### src/rtl/appr_mac_accum.sv
// appr_mac_accum: packet accumulator behind the approximate Booth multiplier.
// Sums the signed products of one packet (terminated by prod_last) into a wide
// signed accumulator. It then presents the sum, the term count and a sticky
// overflow flag under a valid/ready handshake.
// Build option: define SATURATE_EN to clamp the accumulator on signed overflow
// instead of wrapping.
//
// state | meaning
// IDLE  | waiting for the first term of a packet
// RUN   | packet in progress, accumulating terms
// DONE  | result presented on acc_*, waiting for acc_ready
module appr_mac_accum #(
    parameter int PROD_W = 32,
    parameter int ACC_W  = 40,
    parameter int CNT_W  = 16
) (
    input  logic              clk,
    input  logic              rst,
    input  logic              prod_valid,
    output logic              prod_ready,
    input  logic [PROD_W-1:0] prod,
    input  logic              prod_last,
    output logic              acc_valid,
    input  logic              acc_ready,
    output logic [ACC_W-1:0]  acc,
    output logic [CNT_W-1:0]  acc_cnt,
    output logic              acc_ovf
);

    typedef enum logic [1:0] {
        S_IDLE = 2'd0,
        S_RUN  = 2'd1,
        S_DONE = 2'd2
    } state_t;

    state_t             state_q, state_d;
    logic [ACC_W-1:0]   acc_q, acc_d;
    logic [CNT_W-1:0]   cnt_q, cnt_d;
    logic               ovf_q, ovf_d;

    logic               accept;
    logic [ACC_W-1:0]   prod_ext;
    logic [ACC_W-1:0]   sum;
    logic               add_ovf;
    logic [ACC_W-1:0]   sat_val;

    assign prod_ready = !rst && (state_q != S_DONE);
    assign accept     = prod_valid && prod_ready;
    assign acc_valid  = (state_q == S_DONE);
    assign acc        = acc_q;
    assign acc_cnt    = cnt_q;
    assign acc_ovf    = ovf_q;

    // Sign-extend the product, then form the running sum and its overflow.
    assign prod_ext = ACC_W'($signed(prod));
    assign sum      = acc_q + prod_ext;
    assign add_ovf  = (acc_q[ACC_W-1] == prod_ext[ACC_W-1]) &&
                      (sum[ACC_W-1] != acc_q[ACC_W-1]);
    // Clamp target follows the sign of the addend.
    assign sat_val  = prod_ext[ACC_W-1] ? {1'b1, {(ACC_W-1){1'b0}}}
                                        : {1'b0, {(ACC_W-1){1'b1}}};

    // State, accumulator, counter and overflow registers with synchronous reset.
    always_ff @(posedge clk) begin
        if (rst) begin
            state_q <= S_IDLE;
            acc_q   <= '0;
            cnt_q   <= '0;
            ovf_q   <= 1'b0;
        end else begin
            state_q <= state_d;
            acc_q   <= acc_d;
            cnt_q   <= cnt_d;
            ovf_q   <= ovf_d;
        end
    end

    // Next-state and datapath update; everything holds unless a term is accepted.
    always_comb begin
        state_d = state_q;
        acc_d   = acc_q;
        cnt_d   = cnt_q;
        ovf_d   = ovf_q;
        case (state_q)
            S_IDLE: begin
                if (accept) begin
                    acc_d   = prod_ext;
                    cnt_d   = CNT_W'(1);
                    ovf_d   = 1'b0;
                    state_d = prod_last ? S_DONE : S_RUN;
                end
            end
            S_RUN: begin
                if (accept) begin
`ifdef SATURATE_EN
                    acc_d = add_ovf ? sat_val : sum;
`else
                    acc_d = sum;
`endif
                    cnt_d   = (cnt_q == '1) ? cnt_q : cnt_q + 1'b1;
                    ovf_d   = ovf_q | add_ovf;
                    state_d = prod_last ? S_DONE : S_RUN;
                end
            end
            S_DONE: begin
                if (acc_ready) begin
                    state_d = S_IDLE;
                end
            end
            default: begin
                state_d = S_IDLE;
            end
        endcase
    end

endmodule

### config.mk
export PLATFORM = sky130hd
export DESIGN_NAME = appr_mac_accum
export DESIGN_NICKNAME = d
export VERILOG_FILES = /design/src/rtl/appr_mac_accum.sv
export SDC_FILE = /design/constraint.sdc
export NUM_CORES = 1
export LEC_CHECK = 0
export ABC_AREA = 1
export CORE_ASPECT_RATIO = 0.6
export CORE_MARGIN = 2
export CORE_UTILIZATION = 54
export DETAILED_ROUTE_END_ITERATION = 8
export DONT_BUFFER_PORTS = 1
export GPL_ROUTABILITY_DRIVEN = 0
export PLACE_DENSITY = 0.68
export SLEW_MARGIN = 10
export SYNTH_ARGS = -nofsm -noshare
export SYNTH_HDL_FRONTEND = slang
export SYNTH_SLANG_ARGS = --single-unit
### constraint.sdc
create_clock -name clk -period 1.95 [get_ports clk]
set_input_delay 0.2925 -clock clk [delete_from_list [all_inputs] [get_ports clk]]
set_output_delay 0.2925 -clock clk [all_outputs]
set_load 0.005 [all_outputs]
Word level (Yosys, flattened, before mapping)
Cells that the tools add are included.

storage, ports and cells
  flip-flop bits (word level) = 59
  bits of input ports = 37
  output and inout port bits = 59
  logic and storage cells = 42

operators by class
  $add $sub $neg = 2
  eq/ne operators = 11
  muxes and demuxes = 14
  bitwise operators = 1
  reduce and logical (&&, ||, !) cells = 10

operators by type and width
  cell                                                                   number
  40-bit 2-to-1 mux                                                      2
  40-bit one-hot mux with 2 select lines                                 1
  16-bit 2-to-1 mux                                                      3
  40-bit adder                                                           1
  16-bit one-hot mux with 2 select lines                                 1
  16-bit by 1-bit adder with 16-bit output, second input constant        1
  16-bit equality test, second input constant                            1
  2-bit != test, second input constant                                   4
  2-bit 2-to-1 mux                                                       3
  2-bit by 1-bit != test with 1-bit output, second input constant        2
  2-bit one-hot mux with 2 select lines                                  1
  4-bit AND reduction                                                    1
  1-bit logical AND                                                      3
  3-bit AND reduction                                                    1
  2-bit by 1-bit equality test with 1-bit output, second input constant  1
  2-bit equality test, second input constant                             1
  2-bit logical NOT                                                      1
  1-bit 2-to-1 mux                                                       2
  1-bit one-hot mux with 2 select lines                                  1
  2-bit AND reduction                                                    1
  2-bit nonzero test                                                     1
  2-bit OR reduction                                                     1
  1-bit equality test                                                    1
  1-bit logical NOT                                                      1
  2 further kinds                                                        2

Depth between registers and ports, before layout
Gate-level depths: netlist (run 1).

  depth in word-level cells = 6
  gate-level depth with buffers = 14
  gate-level depth less buffers = 14

Least setup slack after synthesis (run 1)
OpenSTA, ideal clock, no wires.

  kind = reg-to-reg
  start point = reg acc_q[0], in the netlist acc[0]
  end point = reg acc_q[22], in the netlist acc[22]
  setup time = 132 ps
  arrival time = 1797 ps
  required time = 1818 ps
  setup slack = 21 ps
  cell stages (with the launch flop) = 13
  buffers on the path = 0
  period minus slack after synthesis = 1929 ps
  cell sequence = dfxtp_1 > ha_1 > fa_1 > nand3_1 > nand3_1 > nand2_1 > nand2_1 > nand2_1 > nand3_1 > nand2_1 > nand2_1 > o21ai_0 > a21oi_1

between the ends
  longest elaborated chain between the ends = 3

ends and longest elaborated chain
  what                                    line  source
  start, declared                         37    logic [ACC_W-1:0] acc_q, acc_d;
  start signal, assigned                  67    acc_q <= '0;
  start signal, assigned                  72    acc_q <= acc_d;
  40-bit adder                            56    assign sum = acc_q + prod_ext;
  40-bit 2-to-1 mux                       94    if (accept) begin
  40-bit one-hot mux with 2 select lines  84    case (state_q)

Every way passes these cells. The select of a mux whose other input is x is not followed.
A chain may end at the register's enable or synchronous reset.

Worst setup path in the final report (run 1)
  start point = reg acc_q[22], in the netlist acc[22]
  end point = reg acc_q[32], in the netlist acc[32]

The elaborated chain is that of the path after synthesis.

==> out/metrics.cfg, run 1 <==
[layout]
drive_gt1_share_pct=23.8
post-route-util_pct=72.3
area_growth_pct=30.7
nets=1221
antennaDiodeCount=0
fin_cells=1287

[synthesis]
netlist_instances=1053
synth_nets=1131
synth-edff-count=0
synth.cell_area_sq_um=5820
yosys_register_bits=59
syn_area_per_cell_sq_um=5.53
synthArstFlopShare_pct=0
synth_flop_cell=dfxtp_1
ys_seq_area_share_pct=20.3
yosysUniqueCellTypes=36
yosysWarnings=0

[route]
avgRoutedWirePerCell_um=15.8
vias=7041
drc_errors=0
vias_per_cell=5.47
wl_met2_mm=8.07
ant_nets=0
highest_layer=met4
drt_iter0_drc=679
wl_met3_mm=2.45
drt-pass1-iter-count=5
drt-total-wl_mm=20.4
m1WireLength_mm=9.68

[timing]
rsz0062_at_grt=true
skew_ns=0.0100
fin_crit_ns=2.03
setup_violations=4
postLayoutSetupSlackWorst_ns=-0.0762
post-route-period-util_pct=104
tightest_slew_ns=0.677
slew_violations=0
slew_headroom_pct=54.8
max_freq_mhz=494
hold_viol=0

[global_route]
grt_pass1_wl_mm=31.0
track_usage_pct=33.4
grt_max_degree=28
grt-ovfl-total=0
antenna_found_initial=0
grt_pass1_vias=6193

[worst_setup_path]
required_ns=2.22
cp-end-kind=flop
cp_cell_sequence=ha_2, buf_4, nand2_2, nor2_2, inv_1, nor3_1, nand2_2, nand3b_1, nand3_2, a21oi_2
critPathBufInv=2
cp_slowest_cell=ha_2
critPathMaxFanout=3
crit_arrival_ns=2.30
critical-path-top-delay-family=simple AND/OR/NAND/NOR gates
slowest_delay_ns=0.39
path_common_cell=nand2_2
path_class=flop to flop
cp-start-kind=flop

[die]
die_h_um=84.4
io_pins=96
core-area_sq_um=10500
row_count=29
die_area_sq_um=11700
die_w_um=138
initial_core_util_pct=55.3

[flow_run]
max_cap_viol_count=0

[placed_design]
dp_cells=1265
hpwl_mm=15.1
io_buffers=0

[clock_tree]
clk_pin_slew_worst_paths_ns=0.06
cts_tree=yes
numClockSinks=59
cts_inserted_buffers=9
htree_levels=3
insertion_delay_ns=0.34
clk_path_buf_depth=2
root_buffer=clkbuf_16

[run_status]
violations=setup timing
status=finished with violations

[power]
leakagePower_uw=0.00386
p_per_area_nw_per_um2=586
ir_drop_v=0.000431
finalPower_uw=4460

[worst_hold_path]
hold_path.class=input port to flop

==> power breakdown <==
group	internal (uW)	switching [uW]	total, uW
combinational	589	858	1450
sequential	1270	56.8	1320
clock	999	685	1680
total	2860	1600	4460
==> area by class of cell <==
class / instances / area (sq um)
timing repair buffer: 97 / 736
clock buffer: 9 / 225
inverter: 186 / 701
sequential: 59 / 1190
multi-input combinational: 790 / 4510
tap: 139 / 174
fill: 954 / 2910
clock inverter: 7 / 77.6
==> state kept, by name (all words and copies together), names as in the netlist <==
| signal | count |
|---|---|
| acc_cnt | 16 |
| state_q | 2 |
| acc_ovf | 1 |
| acc | 40 |
==> logic make-up after synthesis <==
group,Yosys count,share of synthesized area [%]
xor gates and xnor gates,7,1.05
DFF,59,20.3
buffers and inverters,204,13.5
AOI/OAI and AO/OA,148,14.5
adders and majority gates,41,8.94
and+or+nand+nor,594,41.7
==> final timing paths <==
kind                                            from                    to  slack (ns)  cells after the start
worst max-delay path            acc[22]$_SDFFE_PP0P_  acc[32]$_SDFFE_PP0P_       -0.08                     10
worst min-delay path                             rst  acc[19]$_SDFFE_PP0P_        0.01                      1
worst max register to register  acc[22]$_SDFFE_PP0P_  acc[32]$_SDFFE_PP0P_       -0.08                     10
worst min register to register  acc_ovf$_SDFFE_PP0P_  acc_ovf$_SDFFE_PP0P_        0.48                      2
==> cells in the mapped netlist (all sizes together) (4+ instances only) <==
library cell | instances | area share (%)
a31o | 5 | 0.75
a21oi | 77 | 6.7
ha | 40 | 8.6
a31oi | 6 | 0.64
xnor2 | 4 | 0.60
nand3 | 67 | 5.8
o21bai | 4 | 0.52
o221a | 6 | 1.2
buf | 9 | 0.88
clkbuf | 9 | 0.58
nor3 | 14 | 1.3
nand4 | 9 | 0.97
o21ai | 41 | 3.5
inv | 186 | 12
o221ai | 4 | 0.60
dfxtp | 59 | 20
nand2 | 362 | 24
nor2 | 135 | 9.4
==> placed cells by master, fill, tap and decap left out, types with 2 or more instances in the layout <==
cell type	n
o21bai_1	4
nand3_4	5
nand4_1	9
nand3_2	10
nand3_1	52
a21oi_1	64
nor2_4	4
a31o_2	5
inv_1	179
nor2_1	107
nor3_2	3
buf_4	95
a211oi_1	3
ha_2	2
and3_1	2
o221ai_1	4
nand2_4	3
xnor2_1	4
nand2_2	43
nand2_1	316
xor2_1	3
o221a_2	6
clkbuf_16	9
ha_1	15
inv_2	6
buf_6	2
ha_4	23
nor2_2	23
o21ai_1	6
dfxtp_2	7
clkinv_4	3
nor3_1	11
o21ai_0	34
dfxtp_1	52
a21oi_2	13
or2_2	3
a31oi_1	6
==> layer usage <==
| layer | vias up | global-route usage, % |
|---|---|---|
| met5 | - | 0 |
| met4 | 0 | 6.59 |
| met3 | 17 | 8.96 |
| met2 | 349 | 45.4 |
| met1 | 3184 | 51.9 |
| li1 | 3491 | - |
==> stage by stage <==
stage,area [sq um],TNS [ns],hold slack (ns),worst slack (ns)
after floorplan,5820,0,0.437,0.0211
after global placement,6600,-0.698,0.364,-0.121
after detailed placement,6600,-1.33,0.366,-0.183
after CTS,6950,0,0.00229,0.000775
after global routing,7610,-1.19,0.00796,-0.160
final,7610,-0.137,0.00979,-0.0762
==> repair_timing <==
action / in CTS / in global routing
endpoints found under the hold margin: 0 / 0
setup endpoints to repair: 20 / 36
hold buffers: 0 / 0
pin swaps: 2 / 30
resized for setup: 16 / 137
setup buffers: 0 / 6
No activity file was read; power rests on OpenSTA's default activity.
==> run 2, diff against run 1 <==
- CTS_CLUSTER_SIZE: unset -> 8
- PLACE_DENSITY: 0.68 -> 0.65
- clock period: 1.95 -> 1.9 ns (I/O delays scaled with it)
==> out/metrics.cfg, run 2 (same netlist as run 1, synthesis figures left out) <==
[layout]
post-route-util_pct=76.3
fin_cells=1306
most-common-layout-cells=nand2_1, inv_1, buf_4
antennaDiodeCount=0
area_growth_pct=37.8
drive_gt1_share_pct=29.9
nets=1240
num-fill-cells=839
final_common_cell=nand2_1
design_area_sq_um=8020
largest_reg_flops=40

[route]
avgRoutedWirePerCell_um=16.3
drt-pass1-iter-count=6
vias=7276
drt_iter0_drc=749
ant_nets=0
drc_errors=0
drt-total-wl_mm=21.3
vias_per_cell=5.57

[die]
die_w_um=138
initial_core_util_pct=55.3
die_h_um=84.4
row_count=29
die_area_sq_um=11700
core-area_sq_um=10500
io_pins=96

[clock_tree]
cts_tree=yes
root_buffer=clkbuf_16
htree_levels=3
insertion_delay_ns=0.35
clk_pin_slew_worst_paths_ns=0.06
cts_inserted_buffers=9
numClockSinks=59
clk_path_buf_depth=2

[timing]
max_freq_mhz=522
rsz0062_at_grt=true
hold_viol=0
tightest_slew_ns=0.790
postLayoutSetupSlackWorst_ns=-0.0167
slew_headroom_pct=47.3
skew_ns=0.0125
fin_crit_ns=1.92
post-route-period-util_pct=101
slew_violations=0
setup_violations=2
holdWs_ns=0.00734

[run_status]
violations=setup timing
status=finished with violations

[global_route]
antenna_found_initial=0
track_usage_pct=33.9
grt_pass1_wl_mm=31.5
grt_pass1_vias=6178
grt-ovfl-total=0
grt_max_degree=33

[worst_setup_path]
cp-end-kind=flop
critPathCapture=acc[14]$_SDFFE_PP0P_
r2r-start=acc[8]$_SDFFE_PP0P_
cp-startpoint=acc[8]$_SDFFE_PP0P_
crit_arrival_ns=2.15
r2r_slack_ns=-0.02
reg2reg_to=acc[14]$_SDFFE_PP0P_
cp-start-kind=flop
r2r_cells=14
critPathMaxFanout=3
path_class=flop to flop
required_ns=2.14

[placed_design]
hpwl_mm=15.4
io_buffers=0
postPlaceCellArea_sq_um=6750
dp_cells=1283

[flow_run]
max_cap_viol_count=0

[power]
p_per_area_nw_per_um2=588
leakagePower_uw=0.00408
finalPower_uw=4720
ir_drop_v=0.000443

[worst_hold_path]
hold_path.class=input port to flop

-- run 2: changes by cell type in the layout (fill, tap and decap cells not counted), sizes merged --
cell,previous run,this run
clkinvlp,1,2
buf,97,114
inv,187,186
dlygate4sd3,0,2
clkinv,4,2
clkbuf,9,11
-- run 2: worst max-delay path, stage by stage, from the launching register on --
cell and delay [ns]:
dfxtp_2 0.33, ha_4 0.24, nand2_1 0.10, buf_4 0.16, inv_1 0.06, nand2_1 0.09
nand2_2 0.07, buf_4 0.13, a21oi_1 0.14, nand2_2 0.09, buf_4 0.14, a21oi_2 0.09
o21ai_1 0.08, nand2_1 0.06, inv_1 0.03
-- run 2: through the flow --
stage               setup TNS (ns)  setup slack, ns
floorplan                        0           0.0155
global placement             -2.14           -0.199
detailed placement           -2.90           -0.257
CTS                        -0.0175         -0.00908
global route                 -1.31           -0.139
finish                     -0.0199          -0.0167
-- run 2: timing repair --
| item | CTS | global route |
|---|---|---|
| pin swaps | 12 | 34 |
| gates resized for setup | 54 | 181 |
| hold buffers | 1 | 1 |
| hold endpoints to repair | 1 | 3 |
| setup endpoints to repair | 28 | 33 |
| buffers inserted | 2 | 3 |
-- run 2: routing by layer --
layer	part of all wire, %	wire, um	track usage [%]	vias to the layer above
li1	-	-	-	3553
met1	47	10000	53.2	3261
met2	39	8290	45.8	421
met3	13	2670	8.96	41
met4	1.4	300	6.03	0
met5	0	0	1.21	-
-- run 2: final cells by class --
| type | instances | area (sq um) | area share, % |
|---|---|---|---|
| clock inverter | 5 | 62.6 | 0.780 |
| clock buffer | 11 | 243 | 3.03 |
| sequential | 59 | 1200 | 15.0 |
| tap | 139 | 174 | 2.17 |
| inverter | 186 | 698 | 8.70 |
| multi-input combinational | 790 | 4730 | 58.9 |
| timing repair buffer | 116 | 915 | 11.4 |
-- run 2: report_power, final --
group | internal, uW | switching, uW
Combinational | 668 | 952
Sequential | 1310 | 60.3
Clock | 1060 | 673
-- run 2: how the worst min path moves through the flow --
stage	start	endpoint	slack, ns	cells after the start
after floorplan	prod_last	state_q[1]$_SDFFE_PP0P_	0.43	2
after global placement	rst	acc[19]$_SDFFE_PP0P_	0.36	1
after detailed placement	rst	acc[17]$_SDFFE_PP0P_	0.36	1
after CTS	rst	acc[18]$_SDFFE_PP0P_	0.005	1
after global routing	rst	acc[23]$_SDFFE_PP0P_	0.001	1
final	rst	acc[15]$_SDFFE_PP0P_	0.007	1
==> run 3, diff against run 2 <==
- PLACE_DENSITY: 0.65 -> 0.68
- clock period: 1.9 -> 1.7 ns (I/O delays scaled with it)
==> out/metrics.cfg, run 3 (same netlist as run 1, synthesis figures left out) <==
[run_status]
status=finished with violations
violations=DRC, setup timing

[timing]
postLayoutSetupSlackWorst_ns=-0.483
holdWs_ns=0.0468
rsz0062_at_grt=true
slew_headroom_pct=58.9
slew_violations=0
hold_viol=0
max_freq_mhz=458
fin_setup_tns_ns=-8.58
tightest_slew_ns=0.615
setup_violations=44
skew_ns=0.0128
fin_crit_ns=2.18
post-route-period-util_pct=128

[global_route]
grt_pass1_wl_mm=35.0
antenna_found_initial=0
grt_max_degree=28
grt-ovfl-total=0
track_usage_pct=37.6
grt_pass1_vias=6987

[worst_setup_path]
r2r-start=acc[2]$_SDFFE_PP0P_
r2r_slack_ns=-0.48
r2r_cells=13
critPathMaxFanout=5
critPathCapture=acc[26]$_SDFFE_PP0P_
crit_arrival_ns=2.46
required_ns=1.98
reg2reg_to=acc[26]$_SDFFE_PP0P_
path_class=flop to flop
cp-startpoint=acc[2]$_SDFFE_PP0P_
cp-end-kind=flop
cp-start-kind=flop

[clock_tree]
htree_levels=3
insertion_delay_ns=0.36
cts_inserted_buffers=9
cts_tree=yes
root_buffer=clkbuf_16
numClockSinks=59
clk_path_buf_depth=2
clk_pin_slew_worst_paths_ns=0.07

[layout]
post-route-util_pct=86.2
fin_cells=1358
final_common_cell=nand2_1
drive_gt1_share_pct=42.8
nets=1292
largest_reg_flops=40
most-common-layout-cells=nand2_1, inv_1, buf_4
area_growth_pct=55.7
antennaDiodeCount=0

[route]
vias_per_cell=6.16
drc_errors=13
m1WireLength_mm=10.2
drt-pass1-iter-count=9
ant_nets=0
wl_met2_mm=11.1
highest_layer=met4
avgRoutedWirePerCell_um=20.3
vias=8367
drt-total-wl_mm=27.6
wl_met3_mm=4.42
drt_iter0_drc=1186

[power]
leakagePower_uw=0.00453
ir_drop_v=0.000558
finalPower_uw=5690
p_per_area_nw_per_um2=628

[placed_design]
io_buffers=0
hpwl_mm=16.1
dp_cells=1318

[die]
die_area_sq_um=11700
row_count=29
io_pins=96
die_h_um=84.4
die_w_um=138
core-area_sq_um=10500
initial_core_util_pct=55.3

[flow_run]
max_cap_viol_count=0

[worst_hold_path]
hold_path.class=input port to flop

[run 3: changes by cell type in the layout (fill, tap and decap cells not counted), moves of 8 or more]
cell	change
a21oi_1	-10
a21oi_2	+10
buf_4	+47
ha_4	+8
inv_1	-20
inv_2	+17
nand2_1	-51
nand2_2	+29
nand2_4	+19
nand3_1	-11
nor2_4	+11
[run 3: where the power goes]
part / switching [uW] / internal, uW
clock: 804 / 993
sequential: 66.8 / 1460
combinational: 1390 / 976
total: 2260 / 3430
[run 3: worst max-delay path, cell delays in order (launching register included)]
cell and delay [ns]:
dfxtp_2 0.34, ha_4 0.30, buf_4 0.13, nand2_2 0.05, nor2_2 0.38, nand3_4 0.17
nand3_4 0.13, buf_4 0.14, nand3_1 0.09, nand2_1 0.08, nand2_1 0.05, nand3_1 0.06
nand2_1 0.05, a21oi_1 0.11
[run 3: final cells by class]
type,count,area (sq um)
Multi-Input combinational cell,790,5340
Fill cell,602,1460
Timing Repair Buffer,168,1350
Sequential cell,59,1210
Inverter,186,707
Clock buffer,9,225
Tap cell,139,174
Clock inverter,7,53.8
[run 3: routing by layer]
metal / up-vias / global-route usage, %
met3: 223 / 12.2
met2: 764 / 53.7
li1: 3647 / -
met4: 0 / 10.0
met5: - / 0
met1: 3733 / 54.1
[run 3: repair_timing]
item / CTS / global route
endpoints found under the hold margin: 24 / 24
resized for setup: 206 / 187
setup endpoints to repair: 37 / 45
pin swaps: 52 / 74
setup buffers: 14 / 12
gates cloned: 0 / 0
[run 3: how the worst min path moves through the flow]
| stage | cells past startpoint | startpoint | endpoint | slack, ns |
|---|---|---|---|---|
| after floorplan | 2 | prod_last | state_q[1]$_SDFFE_PP0P_ | 0.40 |
| after global placement | 1 | rst | acc[23]$_SDFFE_PP0P_ | 0.33 |
| after detailed placement | 1 | rst | acc[18]$_SDFFE_PP0P_ | 0.33 |
| after CTS | 1 | rst | acc[15]$_SDFFE_PP0P_ | -0.04 |
| after global routing | 2 | prod_last | state_q[1]$_SDFFE_PP0P_ | 0.06 |
| final | 2 | prod[2] | acc[2]$_SDFFE_PP0P_ | 0.05 |
[run 3: through the flow]
step | area (sq um) | setup WS (ns)
2_1_floorplan | 5860 | -0.0333
3_3_place_gp | 7060 | -0.322
3_5_place_dp | 7060 | -0.333
4_1_cts | 8360 | -0.202
5_1_grt | 9070 | -0.576
6_report | 9070 | -0.483
